### config.mk
export PLATFORM = sky130hd
export DESIGN_NAME = uart_tx_fifo
export DESIGN_NICKNAME = d
export VERILOG_FILES = /design/src/rtl/uart_tx_fifo.sv
export SDC_FILE = /design/constraint.sdc
export NUM_CORES = 1
export LEC_CHECK = 0
export CAP_MARGIN = 5
export CORE_UTILIZATION = 35
export DETAILED_ROUTE_END_ITERATION = 8
export SYNTH_ARGS = -nofsm -noshare
export SYNTH_HDL_FRONTEND = slang
export SYNTH_SLANG_ARGS = --single-unit
export TNS_END_PERCENT = 5
### constraint.sdc
create_clock -name clk -period 2.9 [get_ports clk]
set_input_delay 0.29 -clock clk [delete_from_list [all_inputs] [get_ports clk]]
set_output_delay 0.29 -clock clk [all_outputs]
set_load 0.01 [all_outputs]
### src/rtl/uart_tx_fifo.sv
// UART transmitter fed by a small word FIFO; per-word parity mode, stop-bit count and err are captured at push.
// Optional line-break support is compiled in with `define UART_TX_BREAK_EN (adds the send_break port).
module uart_tx_fifo #(
    parameter int DATA_WIDTH   = 8,
    parameter int FIFO_DEPTH   = 4,
    parameter int CLKS_PER_BIT = 16
) (
    input  logic                          clk,
    input  logic                          reset,
`ifdef UART_TX_BREAK_EN
    input  logic                          send_break,
`endif
    input  logic                          valid,
    input  logic [DATA_WIDTH-1:0]         input_tx,
    input  logic                          err,
    input  logic [1:0]                    parity_mode,
    input  logic                          two_stop,
    output logic                          ready,
    output logic                          Tx,
    output logic                          busy,
    output logic [$clog2(FIFO_DEPTH):0]   fifo_count
);
    localparam int AW = $clog2(FIFO_DEPTH);
    localparam int CW = AW + 1;
    localparam int BW = $clog2(CLKS_PER_BIT);
    localparam int IW = $clog2(DATA_WIDTH);
    localparam int EW = DATA_WIDTH + 4;

    typedef enum logic [2:0] {
        IDLE   = 3'd0,
        START  = 3'd1,
        DATA   = 3'd2,
        PARITY = 3'd3,
        STOP   = 3'd4
    } state_t;

    function automatic logic parity_enabled(input logic [1:0] mode);
        return (mode == 2'b01) || (mode == 2'b10);
    endfunction

    // err flips the computed bit so a receiver sees a deliberately bad frame
    function automatic logic parity_bit(input logic [DATA_WIDTH-1:0] d, input logic [1:0] mode, input logic e);
        logic p;
        p = ^d;
        if (mode == 2'b10) begin
            p = ~p;
        end else begin
            p = p;
        end
        return p ^ e;
    endfunction

    logic [EW-1:0]         mem_r [FIFO_DEPTH];
    logic [AW-1:0]         wr_ptr_r, rd_ptr_r;
    logic [CW-1:0]         count_r;
    logic                  push_s, pop_s, load_s, brk_s, bit_end_s;
    logic [EW-1:0]         head_s;

    state_t                state_r, state_n;
    logic [BW-1:0]         bit_cnt_r, bit_cnt_n;
    logic [IW-1:0]         idx_r, idx_n;
    logic [DATA_WIDTH-1:0] shift_r, shift_n;
    logic                  par_bit_r, par_bit_n, par_en_r, par_en_n;
    logic                  two_stop_r, two_stop_n, stop2_r, stop2_n;
    logic                  tx_r, tx_n, busy_r, busy_n;
    logic                  brk_r, brk_n, wait_r, wait_n;

`ifdef UART_TX_BREAK_EN
    assign brk_s = send_break;
`else
    assign brk_s = 1'b0;
`endif

    assign ready      = (count_r < CW'(FIFO_DEPTH));
    assign push_s     = valid && ready;
    assign head_s     = mem_r[rd_ptr_r];
    assign bit_end_s  = (bit_cnt_r == BW'(CLKS_PER_BIT - 1));
    assign Tx         = tx_r;
    assign busy       = busy_r;
    assign fifo_count = count_r;

    // FIFO storage write port
    always_ff @(posedge clk) begin
        if (push_s) begin
            mem_r[wr_ptr_r] <= {err, parity_mode, two_stop, input_tx};
        end
    end

    // FIFO pointers and occupancy
    always_ff @(posedge clk or negedge reset) begin
        if (!reset) begin
            wr_ptr_r <= AW'(0);
            rd_ptr_r <= AW'(0);
            count_r  <= CW'(0);
        end else begin
            if (push_s) wr_ptr_r <= wr_ptr_r + AW'(1);
            if (pop_s)  rd_ptr_r <= rd_ptr_r + AW'(1);
            if (push_s && !pop_s) begin
                count_r <= count_r + CW'(1);
            end else if (pop_s && !push_s) begin
                count_r <= count_r - CW'(1);
            end else begin
                count_r <= count_r;
            end
        end
    end

    // Next-state and next-output logic of the framing FSM
    always_comb begin
        state_n    = state_r;
        bit_cnt_n  = bit_cnt_r;
        idx_n      = idx_r;
        shift_n    = shift_r;
        par_bit_n  = par_bit_r;
        par_en_n   = par_en_r;
        two_stop_n = two_stop_r;
        stop2_n    = stop2_r;
        tx_n       = tx_r;
        busy_n     = busy_r;
        brk_n      = brk_r;
        wait_n     = wait_r;
        load_s     = 1'b0;
        pop_s      = 1'b0;
        case (state_r)
            IDLE: begin
                if (brk_s) begin
                    tx_n   = 1'b0;
                    busy_n = 1'b1;
                    brk_n  = 1'b1;
                    wait_n = 1'b0;
                end else if (brk_r) begin
                    // a released break owes the line one full idle bit period
                    tx_n      = 1'b1;
                    busy_n    = 1'b0;
                    brk_n     = 1'b0;
                    wait_n    = 1'b1;
                    bit_cnt_n = BW'(0);
                end else if (wait_r) begin
                    if (bit_end_s) begin
                        wait_n = 1'b0;
                        load_s = (count_r != CW'(0));
                    end else begin
                        bit_cnt_n = bit_cnt_r + BW'(1);
                    end
                end else if (count_r != CW'(0)) begin
                    load_s = 1'b1;
                end else begin
                    tx_n   = 1'b1;
                    busy_n = 1'b0;
                end
            end
            START: begin
                if (bit_end_s) begin
                    state_n   = DATA;
                    bit_cnt_n = BW'(0);
                    idx_n     = IW'(0);
                    tx_n      = shift_r[0];
                    shift_n   = shift_r >> 1;
                end else begin
                    bit_cnt_n = bit_cnt_r + BW'(1);
                end
            end
            DATA: begin
                if (bit_end_s) begin
                    bit_cnt_n = BW'(0);
                    if (idx_r == IW'(DATA_WIDTH - 1)) begin
                        state_n = par_en_r ? PARITY : STOP;
                        tx_n    = par_en_r ? par_bit_r : 1'b1;
                        stop2_n = 1'b0;
                    end else begin
                        idx_n   = idx_r + IW'(1);
                        tx_n    = shift_r[0];
                        shift_n = shift_r >> 1;
                    end
                end else begin
                    bit_cnt_n = bit_cnt_r + BW'(1);
                end
            end
            PARITY: begin
                if (bit_end_s) begin
                    state_n   = STOP;
                    bit_cnt_n = BW'(0);
                    tx_n      = 1'b1;
                    stop2_n   = 1'b0;
                end else begin
                    bit_cnt_n = bit_cnt_r + BW'(1);
                end
            end
            STOP: begin
                if (bit_end_s) begin
                    bit_cnt_n = BW'(0);
                    if (two_stop_r && !stop2_r) begin
                        stop2_n = 1'b1;
                    end else if (brk_s) begin
                        state_n = IDLE;
                        tx_n    = 1'b0;
                        busy_n  = 1'b1;
                        brk_n   = 1'b1;
                    end else if (count_r != CW'(0)) begin
                        load_s = 1'b1;
                    end else begin
                        state_n = IDLE;
                        tx_n    = 1'b1;
                        busy_n  = 1'b0;
                    end
                end else begin
                    bit_cnt_n = bit_cnt_r + BW'(1);
                end
            end
            default: begin
                state_n = IDLE;
                tx_n    = 1'b1;
                busy_n  = 1'b0;
            end
        endcase
        // pop the head word and start its frame without an idle gap
        if (load_s) begin
            pop_s      = 1'b1;
            shift_n    = head_s[DATA_WIDTH-1:0];
            two_stop_n = head_s[DATA_WIDTH];
            par_en_n   = parity_enabled(head_s[DATA_WIDTH+2:DATA_WIDTH+1]);
            par_bit_n  = parity_bit(head_s[DATA_WIDTH-1:0], head_s[DATA_WIDTH+2:DATA_WIDTH+1], head_s[DATA_WIDTH+3]);
            stop2_n    = 1'b0;
            state_n    = START;
            bit_cnt_n  = BW'(0);
            tx_n       = 1'b0;
            busy_n     = 1'b1;
        end else begin
            pop_s = 1'b0;
        end
    end

    // FSM and output registers
    always_ff @(posedge clk or negedge reset) begin
        if (!reset) begin
            state_r    <= IDLE;
            bit_cnt_r  <= BW'(0);
            idx_r      <= IW'(0);
            shift_r    <= '0;
            par_bit_r  <= 1'b0;
            par_en_r   <= 1'b0;
            two_stop_r <= 1'b0;
            stop2_r    <= 1'b0;
            tx_r       <= 1'b1;
            busy_r     <= 1'b0;
            brk_r      <= 1'b0;
            wait_r     <= 1'b0;
        end else begin
            state_r    <= state_n;
            bit_cnt_r  <= bit_cnt_n;
            idx_r      <= idx_n;
            shift_r    <= shift_n;
            par_bit_r  <= par_bit_n;
            par_en_r   <= par_en_n;
            two_stop_r <= two_stop_n;
            stop2_r    <= stop2_n;
            tx_r       <= tx_n;
            busy_r     <= busy_n;
            brk_r      <= brk_n;
            wait_r     <= wait_n;
        end
    end
endmodule

After elaboration in Yosys (flattened, before gate mapping)

Memories as Yosys holds them, arrays and structs flattened.
Index checks and enable logic that the tools add are counted.

$add $sub $neg: 6
$mul: 0
Divide/modulo/power cells: 0
Magnitude comparators: 1
Eq/ne operators: 25
Shifts and indexed selects: 0
Muxes and demuxes: 63
Bitwise logic cells: 2
Reduce and logical (&&, ||, !) cells: 25

Operators with widths:

| kind                                                                   | number |
|---|---|
| 3-bit 2-to-1 mux                                                       | 14 |
| 3-bit inequality test (second input constant)                          | 12 |
| 1-bit 2-to-1 mux                                                       | 33 |
| 8-bit 2-to-1 mux                                                       | 4 |
| 4-bit 2-to-1 mux                                                       | 4 |
| 8-bit case mux with 2 select lines                                     | 1 |
| 3-bit case mux with 5 select lines                                     | 1 |
| 4-bit AND reduction                                                    | 3 |
| 6-bit AND reduction                                                    | 2 |
| 3-bit nonzero test                                                     | 3 |
| 2-bit inequality test (second input constant)                          | 4 |
| 4-bit case mux with 2 select lines                                     | 1 |
| 8-bit AND reduction                                                    | 1 |
| 8-bit XOR reduction                                                    | 1 |
| 3-bit by 1-bit adder with 3-bit output (second input constant)         | 2 |
| 3-bit by 2-bit equality test with 1-bit output (second input constant) | 2 |
| 3-bit equality test (second input constant)                            | 2 |
| 1-bit case mux with 3 select lines                                     | 2 |
| 3-bit case mux with 2 select lines                                     | 1 |
| 1-bit case mux with 5 select lines                                     | 1 |
| 2-bit by 1-bit adder with 2-bit output (second input constant)         | 2 |
| 4-bit by 1-bit adder with 4-bit output (second input constant)         | 1 |
| 4-bit equality test (second input constant)                            | 1 |
| 1-bit logical AND                                                      | 4 |
| other kinds (17)                                                       | 20 |

Register bits after elaboration: 32
Bits in latches: 0
Bits in writable memories: 48
Memory bits (read-only): 0
Input bits: 15
Output and inout bits: 6
Logic and storage cells: 137
Memories kept: 1

Memory list:

| memory | depth | width | rd ports | clocked after Yosys merged registers in | write ports | RTL line | source |
|---|---|---|---|---|---|---|---|
| mem_r  | 4     | 12    | 1        | 0                                       | 1           | 53       | `logic [EW-1:0] mem_r [FIFO_DEPTH];` |

Logic depth before layout (Yosys ltp)

Gate-level depths: netlist of the first run.

Word-level depth: 9
Depth in mapped cells: 13
Mapped depth without buffers: 11

Worst setup path before layout of the first run

OpenSTA, ideal clock, no wires.

Path type: flip-flop to flip-flop
From: reg bit_cnt_r[0]
To: reg count_r[1], in the netlist fifo_count[1]
Arrival: 2458 ps
Required time: 2775 ps
Path slack: 318 ps
Stages on the path, launching flop included: 11
Buffers on the path: 1
Clock period less this slack: 2582 ps
Path through: dfrtp_1 ha_1 nand3_1 a21o_1 a211oi_2 inv_1 clkbuf_1 ha_1 inv_1 fa_1 mux2_2

Word-level cells in the longest chain between the ends: 8
Elaborated cells on any way between the ends: 11
Classes of those cells: eq/ne: 1; mux: 6; reduce/logical: 4

Ends and longest elaborated chain:

| element                                                       | RTL line | source |
|---|---|---|
| from (decl)                                                   | 60       | `logic [BW-1:0] bit_cnt_r, bit_cnt_n;` |
| from (signal assigned)                                        | 250      | `bit_cnt_r <= bit_cnt_n;` |
| 4-bit equality test (*)                                       | 77       | `assign bit_end_s = (bit_cnt_r == BW'(CLKS_PER_BIT - 1));` |
| 1-bit 2-to-1 mux                                              | 139      | `if (bit_end_s) begin` |
| 1-bit 2-to-1 mux                                              | 138      | `end else if (wait_r) begin` |
| 1-bit case mux with 2 select lines (*)                        | 124      | `case (state_r)` |
| 1-bit 2-to-1 mux (*)                                          | 217      | `if (load_s) begin` |
| 1-bit logical NOT                                             | 98       | `if (push_s && !pop_s) begin` |
| 1-bit logical AND                                             | 98       |  |
| 3-bit 2-to-1 mux / 2-bit nonzero test (equally long branches) | --       |  |
| to (signal assigned)                                          | 99       | `count_r <= count_r + CW'(1);` |
| to (signal assigned)                                          | 101      | `count_r <= count_r - CW'(1);` |
| to (signal assigned)                                          | 103      | `count_r <= count_r;` |
| to (decl)                                                     | 55       | `logic [CW-1:0] count_r;` |

Mark *: on every way between the ends. The rest lies on a longest branch, timed or not.
A chain may end at the register's enable or synchronous reset.

Worst setup path in the final report of the first run

Same ends and word-level chain as after synthesis.

==> results of run 1 <==
[cells by family after synthesis]
group | Yosys count | share of synthesized area, %
AO/OA/AOI/OAI | 48 | 8.47
XOR/XNOR | 14 | 3.99
adder cells (fa/ha/maj) | 10 | 3.68
buffers and inverters | 21 | 2.91
flip-flops | 80 | 62.2
multiplexers | 21 | 10.0
AND/OR/NAND/NOR | 63 | 8.71
[final timing paths]
kind	cells past startpoint	end	startpoint
hold reg to reg	2	idx_r[1]$_DFFE_PN0P_	idx_r[1]$_DFFE_PN0P_
max in group asynchronous	2	Tx$_DFFE_PN1P_	reset
min in group clk	2	idx_r[1]$_DFFE_PN0P_	idx_r[1]$_DFFE_PN0P_
setup / recovery	9	fifo_count[1]$_DFFE_PN0P_	bit_cnt_r[0]$_DFFE_PN0P_
hold / removal	2	wr_ptr_r[0]$_DFFE_PN0P_	reset
setup reg to reg	9	fifo_count[1]$_DFFE_PN0P_	bit_cnt_r[0]$_DFFE_PN0P_
[cells in the final DEF (no fill, tap or decap), types with 2 or more instances in the layout]
cell             synthesis  routed
mux2i_1                  8       8
nand3_1                  5       5
nor2_1                   9       9
a21oi_1                  5       5
nand2_1                 25      25
inv_6                    0       3
ha_1                     9       9
nor2b_1                  2       2
o21ai_0                 20      20
and3_1                   2       2
a21o_1                   3       3
a211oi_1                 2       2
and2_1                   4       4
inv_1                    8       8
clkbuf_8                 0      10
clkdlybuf4s50_1          0      20
o21ai_1                  2       2
nor3_1                   3       3
mux4_2                  12      12
dfrtp_1                 31      31
xnor2_1                 10      10
o32ai_1                  2       2
xor2_1                   2       2
nand2b_1                 4       4
edfxtp_1                48      48
a22oi_1                  2       2
o22ai_1                  4       4
buf_4                    0       8
[power by group]
part / leakage [nW] / switching (mW) / internal (mW) / total (mW)
registers: 0.833 / 0.223 / 1.51 / 1.73
clock network: 0.0956 / 0.436 / 0.348 / 0.785
logic: 0.665 / 0.848 / 0.901 / 1.75
total: 1.59 / 1.51 / 2.76 / 4.27
[sequential cells by signal (all words and copies together) (netlist names), 2 cells and up]
| signal | count |
|---|---|
| idx_r | 3 |
| rd_ptr_r | 2 |
| fifo_count | 3 |
| wr_ptr_r | 2 |
| state_r | 3 |
| shift_r | 8 |
| mem_r | 48 |
| bit_cnt_r | 4 |
[cell type report]
cell class,instances,area [µm²],share of cell area [%]
Clock buffer,10,138,3.32
Clock inverter,6,50.0,1.21
Inverter,9,33.8,0.814
Multi-Input combinational cell,156,1260,30.3
Sequential cell,80,2240,54.1
Tap cell,133,166,4.01
Timing Repair Buffer,28,260,6.27
[stage by stage]
| step | utilization [%] | total power [mW] | std cells | hold slack, ps |
|---|---|---|---|---|
| 2_1_floorplan | - | 3.08 | 257 | -5.59 |
| 3_5_place_dp | 40.2 | 3.54 | 406 | 486 |
| 4_1_cts | 42.1 | 4.33 | 422 | 337 |
| 6_report | 42.1 | 4.27 | 422 | 334 |
| 5_1_grt | 42.1 | 4.61 | 422 | 351 |
| 3_3_place_gp | 40.2 | 3.49 | 406 | 469 |
[cell usage after synthesis, types with 5 or more instances]
master / n
nand3_1: 5
nand2_1: 25
clkbuf_1: 6
a21oi_1: 5
ha_1: 9
mux4_2: 12
dfrtp_1: 31
inv_1: 8
mux2i_1: 8
edfxtp_1: 48
nor2_1: 9
o21ai_0: 20
xnor2_1: 10
[per-layer routing]
layer | global-route usage [%] | vias to the layer above
met3 | 3.65 | 5
met2 | 20.7 | 35
met5 | 0 | -
met4 | 3.42 | 0
met1 | 15.9 | 1015
li1 | - | 1015
==> run summary, run 1 <==
Status -> complete, no violations
Met3 routed WL -> 198 µm
EDFF count, synth -> 48
N_diodes -> 0
Starting Density -> 36.6%
PostCTS Resize Cnt -> 0
Setup CP Type -> flip-flop to flip-flop
Seq/Total Area, Yosys -> 62.2%
CP arrival -> 2750 ps
Hold Buf Count CTS -> 0
Maximum VDD drop -> 0.000481 V
Max-slew violation count -> 0
Final period util -> 86.6%
1st-iter DRT viols -> 121
Largest net degree at the start of global routing -> 33
Initial antenna violation count -> 0
Setup TNS Final -> 0 ps
Fillers -> 907
Max Clock Freq -> 398 MHz
Req. time, crit path -> 3140 ps
Gate Count Post-Synth -> 257
Placer congestion estimate -> 0.836
Yosys top cell by area -> edfxtp_1
Post-DRT Antenna Nets -> 0
Ys flop type -> edfxtp_1
Mean post-synth cell area -> 14.0 µm²
Leak pwr -> 1.59 nW
# rows -> 36
CTS buffer count -> 9
Setup crit start kind -> flip-flop
Register bit count reported by yosys -> 80
Area grow syn2layout -> 15.1%
Clock transition at the registers of the reported paths -> 90 ps
Routed WL -> 6170 µm
Highest routed layer -> met4
First-pass GRT wire length -> 10500 µm
DR WL met2 -> 3130 µm
Worst-Margin Slew -> 675 ps
Async SR Flop Fraction -> 40.0%
Drt wl/cell -> 14.6 µm
Final instance area -> 4150 µm²
Post-Syn Area -> 3610 µm²
Setup Skew -> 8.92 ps
RSZ-0062 raised after global routing -> false
Vias per inst -> 4.91
Cell family with most CP delay -> adder cells
Share of the synthesized area in the top cell type -> 40.0%
Share of layout cells above drive strength 1 -> 14.9%
Die height -> 104 µm
Clock period minus worst slack -> 2510 ps
R2R setup slack -> 390 ps
Max incr delay on CP -> 440 ps
Sink Count -> 80
I/O pin count -> 21
DIE AREA -> 10700 µm²
WL met1 -> 2800 µm
Final hold viol count -> 0
TritonCTS clock tree -> done
Chip width -> 104 µm
Root Buffer -> clkbuf_8
1st-pass router iterations -> 4
Number of synthesis warnings -> 0
Endpoints failing setup -> 0
Max-slew headroom -> 54.9%
PortBufs -> 20
H-Tree Level Count -> 3
Setup slack after layout -> 389 ps
Post-Syn Nets -> 282
CP Capture Type -> flip-flop
Final-stage net count -> 309
Vias in the first global route -> 2128
Via count -> 2070
DRC viols -> 0
DP HPWL -> 4060 µm
Gr ovfl total -> 0
Critical Path Fanout Max -> 9
Crit path buf inv count -> 2
Pre-CTS WS -> 394 ps
Synth area leaders -> edfxtp_1 (40%), dfrtp_1 (22%), mux4_2 (7.5%), ha_1 (3.1%), o21ai_0 (2.8%)
Pwr Density -> 1030 nW/µm²
Synth unique cells -> 50
Post-place instance area -> 3960 µm²
GRT Total Usage -> 12.5%
HP Class -> primary input to async pin
Critical-path cell list -> ha_1, and3_1, nand2_1, a211oi_2, inv_1, ha_1, inv_1, fa_1, mux2_2
Worst-skew pair later-pin latency -> 350 ps
Core Footprint -> 9860 µm²
Max-cap violations -> 0
Slowest CP cell -> dfrtp_1
Post-CTS Setup Bufs -> 0
Buffer depth of the longest clock path -> 2
No activity file was read; power rests on OpenSTA's default activity.
==> run 2, diff against run 1 <==
ABC_CLOCK_PERIOD_IN_PS = 2900   (was default)
SETUP_SLACK_MARGIN = 0.02   (was default)
==> results of run 2 <==
Same layout as run 1: the final DEF is identical, and so are final timing and power.
==> run 3, diff against run 2 <==
GPL_TIMING_DRIVEN = 0   (was default)
==> run 3 against run 2 <==
The flow now finishes with violations (negative hold slack). Utilization increased by 0.32 points. Fmax decreased by 7.3%. Register-to-register slack got worse by 200 ps. First-iteration DRC count up 4.1%. Die area stayed put. Clock skew up 3.7 ps. Critical endpoint unchanged. Critical path depth grew 1. Cell area rose by 0.75%.
==> run summary, run 3 (same netlist as run 1, synthesis figures left out) <==
Worst-skew pair later-pin latency -> 350 ps
Max-slew violation count -> 0
CTS buffer count -> 9
Met3 routed WL -> 190 µm
Root Buffer -> clkbuf_8
Buffer depth of the longest clock path -> 2
Setup CP Type -> flip-flop to flip-flop
Final period util -> 93.4%
Area grow syn2layout -> 15.9%
Critical Path Fanout Max -> 11
Total power draw -> 4.32 mW
Slowest CP cell -> dfrtp_2
Top reg by flops -> mem_r
Sw power -> 1.49 mW
Leak pwr -> 1.60 nW
RSZ-0062 raised after global routing -> false
Max-slew headroom -> 52.7%
Setup Skew -> 12.6 ps
DRC viols -> 0
Core Footprint -> 9860 µm²
Die height -> 104 µm
TritonCTS clock tree -> done
Violated checks -> negative hold slack
1st-pass router iterations -> 4
Gr ovfl total -> 0
Max-cap violations -> 0
DR WL met2 -> 3080 µm
Inst Count DP -> 410
CP Capture Type -> flip-flop
Starting Density -> 36.6%
Pwr Density -> 1030 nW/µm²
Critical-path cell list -> ha_1, and3_1, buf_2, nand2_1, a211oi_4, inv_2, ha_1, inv_1, fa_1, mux2_2
Sink Count -> 80
Clock period minus worst slack -> 2710 ps
Cell family with most CP delay -> adder cells
Hold Buf Count CTS -> 0
Via count -> 2124
Highest routed layer -> met4
Share of layout cells above drive strength 1 -> 15.3%
Largest registers -> mem_r: 48 flops, shift_r: 8 flops, bit_cnt_r: 4 flops
CP arrival -> 2950 ps
I/O pin count -> 21
Final-stage net count -> 314
Fillers -> 901
Max incr delay on CP -> 420 ps
Logic pwr share -> 42.4%
Drt wl/cell -> 14.6 µm
1st-iter DRT viols -> 126
Final instance area -> 4180 µm²
DIE AREA -> 10700 µm²
Most frequent cells in the layout -> edfxtp_1 (48), dfrtp_1 (30), nand2_1 (25), o21ai_0 (20), clkdlybuf4s50_1 (19)
WL met1 -> 2880 µm
Placer congestion estimate -> 0.799
Largest register FFs -> 48
DP HPWL -> 4210 µm
Commonest non-fill, non-tap cell in the layout -> edfxtp_1
N_diodes -> 0
Clock share of power -> 18.6%
Switching share of power -> 34.5%
Vias per inst -> 4.97
Internal power -> 2.83 mW
Hold slack -> -15.9 ps
Flop pwr share -> 39.0%
H-Tree Level Count -> 3
Maximum VDD drop -> 0.000450 V
Max Clock Freq -> 369 MHz
Vias in the first global route -> 2120
Status -> finished with violations
Post-place instance area -> 3970 µm²
Chip width -> 104 µm
Crit path buf inv count -> 3
Largest net degree at the start of global routing -> 33
Cell mode on critical path -> ha_1
PortBufs -> 20
Initial antenna violation count -> 0
Endpoints failing setup -> 0
Routed WL -> 6220 µm
First-pass GRT wire length -> 10600 µm
Worst-Margin Slew -> 709 ps
# rows -> 36
Final hold viol count -> 12
GRT Total Usage -> 12.6%
HP Class -> primary input to async pin
Clock transition at the registers of the reported paths -> 90 ps
Req. time, crit path -> 3140 ps
Setup crit start kind -> flip-flop
Post-DRT Antenna Nets -> 0
Final Non-Filler Cells -> 427
-- run 3: cell count changes in the layout (fill, tap and decap cells not counted), moves of 3 or more --
| cell | previous run | this run |
|---|---|---|
| clkbuf_1 | 0 | 5 |
| buf_2 | 0 | 4 |
| buf_4 | 8 | 2 |
| buf_6 | 0 | 3 |
-- run 3: path summary, 6_finish.rpt --
path / startpoint / endpoint / slack [ps] / depth (start not counted)
setup / recovery: bit_cnt_r[0]$_DFFE_PN0P_ / fifo_count[1]$_DFFE_PN0P_ / 190 / 10
hold / removal: reset / bit_cnt_r[2]$_DFFE_PN0P_ / -20 / 1
setup reg to reg: bit_cnt_r[0]$_DFFE_PN0P_ / fifo_count[1]$_DFFE_PN0P_ / 190 / 10
hold reg to reg: idx_r[1]$_DFFE_PN0P_ / idx_r[1]$_DFFE_PN0P_ / 490 / 2
max in group asynchronous: reset / bit_cnt_r[0]$_DFFE_PN0P_ / 2410 / 1
min in group clk: idx_r[1]$_DFFE_PN0P_ / idx_r[1]$_DFFE_PN0P_ / 490 / 2
-- run 3: power by group through the flow --
stage | clock network (mW) | logic [mW] | registers [mW]
final | 0.804 | 1.83 | 1.69
after global routing | 0.877 | 2.04 | 1.73
after CTS | 0.827 | 1.83 | 1.69
after detailed placement | 0 | 1.82 | 1.71
after global placement | 0 | 1.80 | 1.70
after floorplan | 0 | 1.39 | 1.68
-- run 3: per-layer routing --
| layer | vias up | GRT usage (%) |
|---|---|---|
| met5 | - | 0 |
| met1 | 1064 | 16.5 |
| li1 | 1023 | - |
| met3 | 6 | 3.46 |
| met4 | 0 | 4.04 |
| met2 | 31 | 20.3 |
-- run 3: what timing repair did --
item                                    4_1_cts  5_1_grt
endpoints found under the setup margin        2        2
buffers inserted                              0        2
gates resized for setup                       1        2
pin swaps                                     0        1
-- run 3: stage by stage --
stage / utilization (%) / setup slack, ps / setup TNS (ps)
floorplan: - / 318 / 0
detailed placement: 40.2 / -70.6 / -109
finish: 42.4 / 193 / 0
CTS: 42.1 / 115 / 0
global placement: 40.3 / -82.9 / -113
global route: 42.4 / 14.6 / 0
-- run 3: area by class of cell --
type / instances / area [µm²] / share of cell area [%]
flip-flops and latches: 80 / 2240 / 53.7
multi-input cells: 156 / 1260 / 30.3
repair buffers: 22 / 210 / 5.03
well taps: 133 / 166 / 3.98
clock buffers: 9 / 124 / 2.96
clock inverters: 7 / 68.8 / 1.65
plain buffers: 11 / 67.6 / 1.62
inverters: 9 / 33.8 / 0.808
